`config.mk`:
```
export PLATFORM = sky130hd
export DESIGN_NAME = gb80_micro_sequencer
export DESIGN_NICKNAME = d
export VERILOG_FILES = /design/src/rtl/gb80_micro_sequencer.sv
export SDC_FILE = /design/constraint.sdc
export NUM_CORES = 1
export LEC_CHECK = 0
export ABC_AREA = 1
export ABC_CLOCK_PERIOD_IN_PS = 1600
export CORE_MARGIN = 1.5
export CORE_UTILIZATION = 44
export CTS_CLUSTER_DIAMETER = 50
export DETAILED_ROUTE_END_ITERATION = 8
export PLACE_DENSITY = 0.9
export SYNTH_ARGS = -nofsm -noshare
export SYNTH_HDL_FRONTEND = slang
export SYNTH_SLANG_ARGS = --single-unit
export TNS_END_PERCENT = 30
```
`constraint.sdc`:
```
create_clock -name i_clk -period 1.6 [get_ports i_clk]
set_clock_uncertainty 0.05 [all_clocks]
set_input_delay 0.32 -clock i_clk [delete_from_list [all_inputs] [get_ports i_clk]]
set_output_delay 0.32 -clock i_clk [all_outputs]
set_load 0.02 [all_outputs]
```
`src/rtl/gb80_micro_sequencer.sv`:
```
// gb80 fetch/decode/execute sequencer: a Moore FSM that owns every datapath strobe
// and guarantees a single driver on the shared 8-bit data bus each cycle.
module gb80_micro_sequencer #(
    parameter int OPCODE_TYPE_LENGTH = 4,
    parameter int ALU_OPCODE_WIDTH   = 3,
    parameter int ADDR_LENGTH        = 3,
    parameter int MEM_TIMEOUT        = 255
) (
    input  logic                          i_clk,
    input  logic                          i_reset,
    input  logic [OPCODE_TYPE_LENGTH-1:0] i_opcode_type,
    input  logic [ADDR_LENGTH-1:0]        i_addr_A,
    input  logic [ADDR_LENGTH-1:0]        i_addr_B,
    input  logic                          i_mem_ready,
    input  logic                          i_wake,
    output logic                          o_inst_reg_wr,
    output logic                          o_pc_inc,
    output logic                          o_addr_sel,
    output logic [ADDR_LENGTH-1:0]        o_register_file_addr,
    output logic                          o_register_file_wr,
    output logic                          o_register_file_rd,
    output logic                          o_accumulator_reg_wr,
    output logic                          o_tmp_reg_wr,
    output logic                          o_tmp_reg_rd,
    output logic [ALU_OPCODE_WIDTH-1:0]   o_alu_control,
    output logic                          o_alu_rd,
    output logic                          o_flags_reg_rd,
    output logic                          o_rd_mem,
    output logic                          o_wr_mem,
    output logic                          o_halted,
    output logic                          o_bus_error,
    output logic                          o_illegal,
    output logic [3:0]                    o_dbg_state
);

    typedef enum logic [3:0] {
        S_FETCH, S_DECODE, S_MOVE_RD, S_MOVE_WR, S_IMM_REG, S_IMM_TMP,
        S_TMP_LD, S_ALU_EXE, S_HL_RD, S_HL_WR, S_HALT, S_BUS_ERR
    } state_t;

    localparam int                CNT_W    = $clog2(MEM_TIMEOUT + 1);
    localparam logic [CNT_W-1:0]  CNT_LAST = CNT_W'(MEM_TIMEOUT - 1);

    state_t                  r_state;
    state_t                  w_next;
    logic [CNT_W-1:0]        r_wait_cnt;
    logic [ADDR_LENGTH-1:0]  r_addr_a;
    logic [ADDR_LENGTH-1:0]  r_addr_b;
    logic                    r_illegal;
    logic                    w_mem_state;
    logic                    w_timeout;

    // Memory handshake: a request (o_rd_mem/o_wr_mem) is held every cycle until the
    // cycle in which i_mem_ready is high; that cycle completes the transfer.
    assign w_mem_state = (r_state == S_FETCH) || (r_state == S_IMM_REG) ||
                         (r_state == S_IMM_TMP) || (r_state == S_HL_RD) ||
                         (r_state == S_HL_WR);
    assign w_timeout   = w_mem_state && !i_mem_ready && (r_wait_cnt == CNT_LAST);
    assign o_dbg_state = r_state;

    always_ff @(posedge i_clk) begin
        if (!i_reset) begin
            r_state    <= S_FETCH;
            r_wait_cnt <= '0;
            r_addr_a   <= '0;
            r_addr_b   <= '0;
            r_illegal  <= 1'b0;
        end else begin
            r_state   <= w_next;
            r_illegal <= (r_state == S_DECODE) &&
                         (i_opcode_type > OPCODE_TYPE_LENGTH'(7));
            if (w_mem_state && !i_mem_ready && !w_timeout)
                r_wait_cnt <= r_wait_cnt + 1'b1;
            else
                r_wait_cnt <= '0;
            if (r_state == S_DECODE) begin
                r_addr_a <= i_addr_A;
                r_addr_b <= i_addr_B;
            end
        end
    end

    always_comb begin
        w_next = r_state;
        case (r_state)
            S_FETCH:   if (i_mem_ready) w_next = S_DECODE;
            S_DECODE: begin
                case (i_opcode_type)
                    OPCODE_TYPE_LENGTH'(1): w_next = S_MOVE_RD;
                    OPCODE_TYPE_LENGTH'(2): w_next = S_IMM_REG;
                    OPCODE_TYPE_LENGTH'(3): w_next = S_TMP_LD;
                    OPCODE_TYPE_LENGTH'(4): w_next = S_IMM_TMP;
                    OPCODE_TYPE_LENGTH'(5): w_next = S_HL_RD;
                    OPCODE_TYPE_LENGTH'(6): w_next = S_HL_WR;
                    OPCODE_TYPE_LENGTH'(7): w_next = S_HALT;
                    default:                w_next = S_FETCH;
                endcase
            end
            S_MOVE_RD: w_next = S_MOVE_WR;
            S_MOVE_WR: w_next = S_FETCH;
            S_IMM_REG: if (i_mem_ready) w_next = S_FETCH;
            S_IMM_TMP: if (i_mem_ready) w_next = S_ALU_EXE;
            S_TMP_LD:  w_next = S_ALU_EXE;
            S_ALU_EXE: w_next = S_FETCH;
            S_HL_RD:   if (i_mem_ready) w_next = S_FETCH;
            S_HL_WR:   if (i_mem_ready) w_next = S_FETCH;
            S_HALT:    if (i_wake) w_next = S_FETCH;
            S_BUS_ERR: w_next = S_BUS_ERR;
            default:   w_next = S_FETCH;
        endcase
        if (w_timeout) w_next = S_BUS_ERR;
    end

    // Outputs are blanked while reset is asserted so the bus stays quiet.
    always_comb begin
        o_inst_reg_wr        = 1'b0;
        o_pc_inc             = 1'b0;
        o_addr_sel           = 1'b0;
        o_register_file_addr = '0;
        o_register_file_wr   = 1'b0;
        o_register_file_rd   = 1'b0;
        o_accumulator_reg_wr = 1'b0;
        o_tmp_reg_wr         = 1'b0;
        o_tmp_reg_rd         = 1'b0;
        o_alu_control        = '0;
        o_alu_rd             = 1'b0;
        o_flags_reg_rd       = 1'b0;
        o_rd_mem             = 1'b0;
        o_wr_mem             = 1'b0;
        o_halted             = 1'b0;
        o_bus_error          = 1'b0;
        o_illegal            = i_reset & r_illegal;
        if (i_reset) begin
            case (r_state)
                S_FETCH: begin
                    o_rd_mem      = 1'b1;
                    o_inst_reg_wr = i_mem_ready;
                    o_pc_inc      = i_mem_ready;
                end
                S_MOVE_RD: begin
                    o_register_file_addr = r_addr_b;
                    o_register_file_rd   = 1'b1;
                    o_tmp_reg_wr         = 1'b1;
                end
                S_MOVE_WR: begin
                    o_register_file_addr = r_addr_a;
                    o_register_file_wr   = 1'b1;
                    o_tmp_reg_rd         = 1'b1;
                end
                S_IMM_REG: begin
                    o_rd_mem             = 1'b1;
                    o_register_file_addr = r_addr_a;
                    o_register_file_wr   = 1'b1;
                    o_pc_inc             = i_mem_ready;
                end
                S_IMM_TMP: begin
                    o_rd_mem     = 1'b1;
                    o_tmp_reg_wr = 1'b1;
                    o_pc_inc     = i_mem_ready;
                end
                S_TMP_LD: begin
                    o_register_file_addr = r_addr_b;
                    o_register_file_rd   = 1'b1;
                    o_tmp_reg_wr         = 1'b1;
                end
                S_ALU_EXE: begin
                    o_alu_control        = ALU_OPCODE_WIDTH'(r_addr_a);
                    o_alu_rd             = 1'b1;
                    o_accumulator_reg_wr = 1'b1;
                end
                S_HL_RD: begin
                    o_rd_mem             = 1'b1;
                    o_addr_sel           = 1'b1;
                    o_register_file_addr = r_addr_a;
                    o_register_file_wr   = 1'b1;
                end
                S_HL_WR: begin
                    o_wr_mem             = 1'b1;
                    o_addr_sel           = 1'b1;
                    o_register_file_addr = r_addr_b;
                    o_register_file_rd   = 1'b1;
                end
                S_HALT:    o_halted    = 1'b1;
                S_BUS_ERR: o_bus_error = 1'b1;
                default: ;
            endcase
        end
    end

endmodule

```
# Yosys cells after proc, flatten, opt, wreduce, memory -nomap -nowiden
# Cells that the tools add are included.
[word_totals]
inputBits = 14
word_cells = 94
output_inout_bits = 25
reg_bits = 19
[op_classes]
addsub = 1
mux = 35
n_eq_ne = 27
magnitude_cmp = 1
bitwise = 2
n_reduce_logical = 22
[ops]
columns = ["operator", "n"]
rows = [
  ["$eq A4 B3 Y1 const B", 8],
  ["$pmux W4 S8", 1],
  ["$pmux W4 S7", 1],
  ["$mux W1", 24],
  ["$mux W4", 5],
  ["$eq A4 B2 Y1 const B", 4],
  ["$eq A4 B4 Y1 const B", 4],
  ["$reduce_or A3 Y1", 5],
  ["$mux W3", 3],
  ["$ne A3 B3 Y1 const B", 3],
  ["$add A8 B1 Y8 const B", 1],
  ["$eq A4 B1 Y1 const B", 2],
  ["$eq A8 B8 Y1 const B", 1],
  ["$reduce_and A4 Y1", 2],
  ["$ne A2 B2 Y1 const B", 3],
  ["$pmux W3 S2", 1],
  ["$gt A4 B3 Y1 const B", 1],
  ["$logic_and A1 B1 Y1", 4],
  ["$logic_not A4 Y1", 1],
  ["$logic_or A1 B1 Y1", 4],
  ["$reduce_or A2 Y1", 2],
  ["$reduce_or A4 Y1", 1],
  ["$ne A3 B1 Y1 const B", 1],
  ["$logic_not A1 Y1", 2],
  ["4 further kinds", 4],
]

# Longest topological paths before layout
# Gate-level depths: netlist (run 1).
[depth]
depth_word = 10
mapped_depth = 11
ltp_nobuf = 10

# Worst setup path before layout (run 1)
# OpenSTA, ideal clock, no wires.
[synth_path]
path_type = "register to output"
startpoint = "register r_state[3], in the netlist o_dbg_state[3]"
endpoint = "output o_register_file_addr[0]"
t_arrival_ps = 1744
path_slack_ps = -514
stages_incl_launch_ff = 9
n_path_buf = 0
required_ps = 1230
path_cell_list = "dfxtp_1 > inv_1 > nor2_4 > nand2_1 > nor2_1 > a31oi_1 > inv_1 > nand2_1 > o21ai_0"
[synth_via]
elab_chain_len = 4
word_cells_on_any_way = 10
cone_classes = "eq/ne: 6; mux: 2; reduce/logical: 2"
[synth_rtl]
columns = ["element", "line_no", "source"]
rows = [
  ["from (decl)", "44", "state_t r_state;"],
  ["from (signal assigned)", "69", "r_state <= w_next;"],
  ["$eq A4 B4 Y1 (tied with other cells)", "134", "case (r_state)"],
  ["$reduce_or A3 Y1 (no source line)", "--", ""],
  ["$pmux W3 S2 *", "134", ""],
  ["$mux W3 *", "133", "if (i_reset) begin"],
  ["to (decl)", "19", "output logic [ADDR_LENGTH-1:0] o_register_file_addr,"],
]
# Every way passes the cells marked *; elsewhere a longest branch is shown, timed or not.

# Worst setup path after layout (run 1)
[layout_path]
startpoint = "register r_state[3], in the netlist o_dbg_state[3]"
endpoint = "output o_register_file_addr[1]"
# Same word-level chain as after synthesis.

==> results of run 1 <==
worst paths after layout:
path | startpoint | endpoint | slack (ns) | cells past startpoint
worst max-delay path | o_dbg_state[3] | o_register_file_addr[1] | -0.31 | 9
worst min-delay path | r_wait_cnt[0] | r_wait_cnt[0] | 0.43 | 1
worst max register to register | o_dbg_state[3] | o_dbg_state[0] | 0.07 | 11
worst min register to register | r_wait_cnt[0] | r_wait_cnt[0] | 0.43 | 1
cells by family (layout without fill, tap and decap cells):
family                   count (synthesis)  after routing  share of synthesized area, %
other                                    1              1                         0.333
AND/OR/NAND/NOR                         97             97                          38.3
buffers and inverters                   29             99                          10.4
AO/OA/AOI/OAI                           23             23                          11.0
XOR/XNOR                                 5              5                          3.89
adder cells (fa/ha/maj)                  2              2                          2.22
flip-flops                              19             19                          33.8
layer usage:
| metal | GRT usage [%] | share of wire (%) | up-vias |
|---|---|---|---|
| met2 | 46.7 | 51 | 35 |
| met4 | 10.3 | 2.2 | 0 |
| met1 | 29.0 | 43 | 623 |
| met3 | 3.89 | 3.6 | 9 |
| met5 | 0 | 0 | - |
| li1 | - | - | 700 |
layout by cell type, fill, tap and decap left out, types with 2 or more instances in the layout:
cell             instances
o21ai_1                  2
dfxtp_1                 15
nand3_2                  2
o21ai_0                  7
nor2_2                   7
clkbuf_4                 3
a21oi_1                  6
clkdlybuf4s50_1         12
inv_1                   14
a21oi_2                  2
buf_6                    9
ha_1                     2
nand2_2                  9
xor2_1                   4
inv_2                    9
nand2_1                 28
nand3_1                 10
nor2_1                  27
nor3_1                   3
buf_4                   43
dfxtp_4                  4
dlygate4sd2_1            4
nor3_2                   2
nor2_4                   3
o21ai_4                  2
buf_2                    3
registers in the layout (all words and copies together) (netlist names):
register / count
r_wait_cnt: 8
o_dbg_state: 4
r_addr_a: 3
r_addr_b: 3
r_illegal: 1
where the power goes:
part           switching (mW)  internal, mW  total, mW
logic                   0.241         0.193      0.435
registers              0.0318         0.510      0.541
clock network           0.137        0.0970      0.234
total                   0.411         0.800       1.21
through the flow:
stage	setup WS [ns]	hold slack [ns]	total power, mW	utilization (%)
after floorplan	-0.0702	0.380	0.769	-
after global placement	-0.664	0.395	0.939	72.4
after detailed placement	-0.719	0.420	0.950	72.4
after CTS	-0.240	0.444	1.19	74.6
after global routing	-0.373	0.464	1.27	77.7
final	-0.310	0.431	1.21	77.7
area by class of cell:
type | instances | area (µm²) | area share, %
Inverter | 24 | 92.6 | 4.85
Timing Repair Buffer | 71 | 594 | 31.1
Sequential cell | 19 | 395 | 20.7
Clock buffer | 4 | 26.3 | 1.38
Multi-Input combinational cell | 128 | 762 | 39.9
Tap cell | 30 | 37.5 | 1.97
Yosys cell counts (all sizes together):
| library cell | instances | area, µm² |
|---|---|---|
| a211oi | 1 | 7.51 |
| a21oi | 8 | 43.8 |
| a31oi | 2 | 12.5 |
| buf | 3 | 20.0 |
| clkbuf | 2 | 7.51 |
| conb | 1 | 3.75 |
| dfxtp | 19 | 380 |
| ha | 2 | 25.0 |
| inv | 24 | 90.1 |
| nand2 | 37 | 144 |
| nand3 | 13 | 75.1 |
| nand3b | 1 | 7.51 |
| nand4 | 1 | 6.26 |
| nor2 | 37 | 156 |
| nor3 | 6 | 30.0 |
| nor4 | 1 | 6.26 |
| o21ai | 12 | 60.1 |
| or2 | 1 | 6.26 |
| xnor2 | 1 | 8.76 |
| xor2 | 4 | 35.0 |
what timing repair did:
item                                    CTS  global route
gates resized for setup                 126            21
endpoints found under the setup margin   24            27
buffers inserted                          4             2
pin swaps                                10             4
hold buffers                              0             0
==> results.md, run 1 <==
- The post-detailed-route via-to-cell ratio is 4.95.
- During synthesis, Yosys emitted a total of 0 warnings.
- After routing the design area is 1910 µm².
- The critical path in this run is classified as reg2out.
- The number of buffers and inverters on the critical path is 3.
- The detailed router finished its first iteration with 35 violations.
- The startpoint class of the critical path is a flip-flop.
- The final routed wirelength across all metal layers is 3.39 mm.
- Setup repair after global routing could not meet its margin everywhere.
- The clock passes through at most 2 buffers.
- The number of design rule violations left after detail routing is 0.
- For this design the top-level I/O count stands at 39.
- For this configuration, the core starts out at a cell density of 45.9%.
- For this run, the detailed router's first-pass iteration total came to 4.
- The top achievable clock speed is 523 MHz.
- The initial antenna violation count is 0.
- The flow ran to the end, but the final reports show violations.
- TritonCTS built the clock tree.
- The first global-routing pass estimated 5.21 mm of wire.
- The floorplan step defined a die boundary enclosing 2870 µm².
- The clock transition at the registers of the reported paths is 0.10 ns.
- Detailed routing inserted a total of 1367 vias.
- In this run the number of H-tree levels came out at 1.
- For this run, the post-layout net count is 263.
- Summing all placed instances gives a cell area of 1780 µm².
- The checks that failed: setup timing.
- The number of violations of the max-capacitance limit is 0.
- The relative area change from synthesis to final layout is 69.4%.
- The worst supply voltage drop on vdd is 0.548 mV.
- Setup violations remaining at the end of the flow were counted as 19.
- After detailed placement, the design holds a cell count of 267.
- The number of unique standard cell types used by synthesis is 27.
- The leakage power total is 0.917 nW.
- The classification of the worst-slack hold path is reg2reg.
- The largest net degree at the start of global routing is 11.
- The fraction of layout cells with a size suffix above 1 is 42.7%.
- The number of rows in the core area is 18.
- The number of clock buffers added by TritonCTS is 3.
- The number of antenna repair diodes is 0.
- The die width is 53.6 µm.
- The final antenna-violating net count is 0.
- The synthesized instance count is 176.
- The CTS sink count is 19.
- Data arrives at the worst endpoint at 1.54 ns.
- The signal on the critical path passes through inv_4, nor2_4, nand2_2, nor2_4, a31oi_4, inv_2, nand2_2, o21ai_4, buf_6.
- The average wire per cell in the routed design is 12.3 µm.
- Synthesis produced a netlist with a net count of 192.
- Power spread over the standard cell area amounts to 634 nW/µm².
- The clock reaches the later pin of the worst-skew pair after 0.29 ns.
- The cell family contributing the most delay on the critical path is simple AND/OR/NAND/NOR gates.
- The summed negative setup slack over all endpoints is -3.57 ns.
- The tree is rooted in a clkbuf_4.
- The register bit total from synthesis is 19.
- The region available for standard cell placement spans 2450 µm².
- The height of the die is 53.6 µm.
- The total routing usage reported by global routing is 25.4%.
- The number of max-slew violations in the final report came to 0.
- Leaving out filler cells and counting taps, the final layout contains 276.
- Of the available clock period, the critical path in the final layout requires 119%.
- The routability congestion estimate from global placement is 0.941.
- The critical path's slowest cell is dfxtp_4.
- Summing the sequential cell areas from Yosys gives 33.8% of the chip area.
- The final critical path time including I/O delays and setup is 1.91 ns.
- STA puts the critical path data required time at 1.23 ns.
- Averaged over all synthesized cells, the footprint is 6.40 µm².
- The largest stage delay on the critical path is 0.40 ns.
- The count of endpoints failing hold in the final timing report is 0.
- The leftover overflow at the end of global routing is 0.
- Along the worst path, the maximum fanout reaches 4.
- The port buffer count is 37.
- The smallest setup slack after layout is -0.310 ns.
- STA classifies the critical path endpoint as a primary output.
- The detailed placer's ending HPWL is 2.42 mm.
- The synthesized area is 1130 µm².
- Counting the fill cells in the layout gives 177.
- The via count of the first global-routing pass was 1298.
(Power assumes the default switching activity.)
==> inputs of run 2 (changes only) <==
--- a/config.mk
+++ b/config.mk
@@ -11,6 +11,7 @@
 export CORE_UTILIZATION = 44
 export CTS_CLUSTER_DIAMETER = 50
 export DETAILED_ROUTE_END_ITERATION = 8
+export GPL_ROUTABILITY_DRIVEN = 0
 export PLACE_DENSITY = 0.9
 export SYNTH_ARGS = -nofsm -noshare
 export SYNTH_HDL_FRONTEND = slang
==> results of run 2 <==
Same layout as run 1: the final DEF is identical, and so are final timing and power.
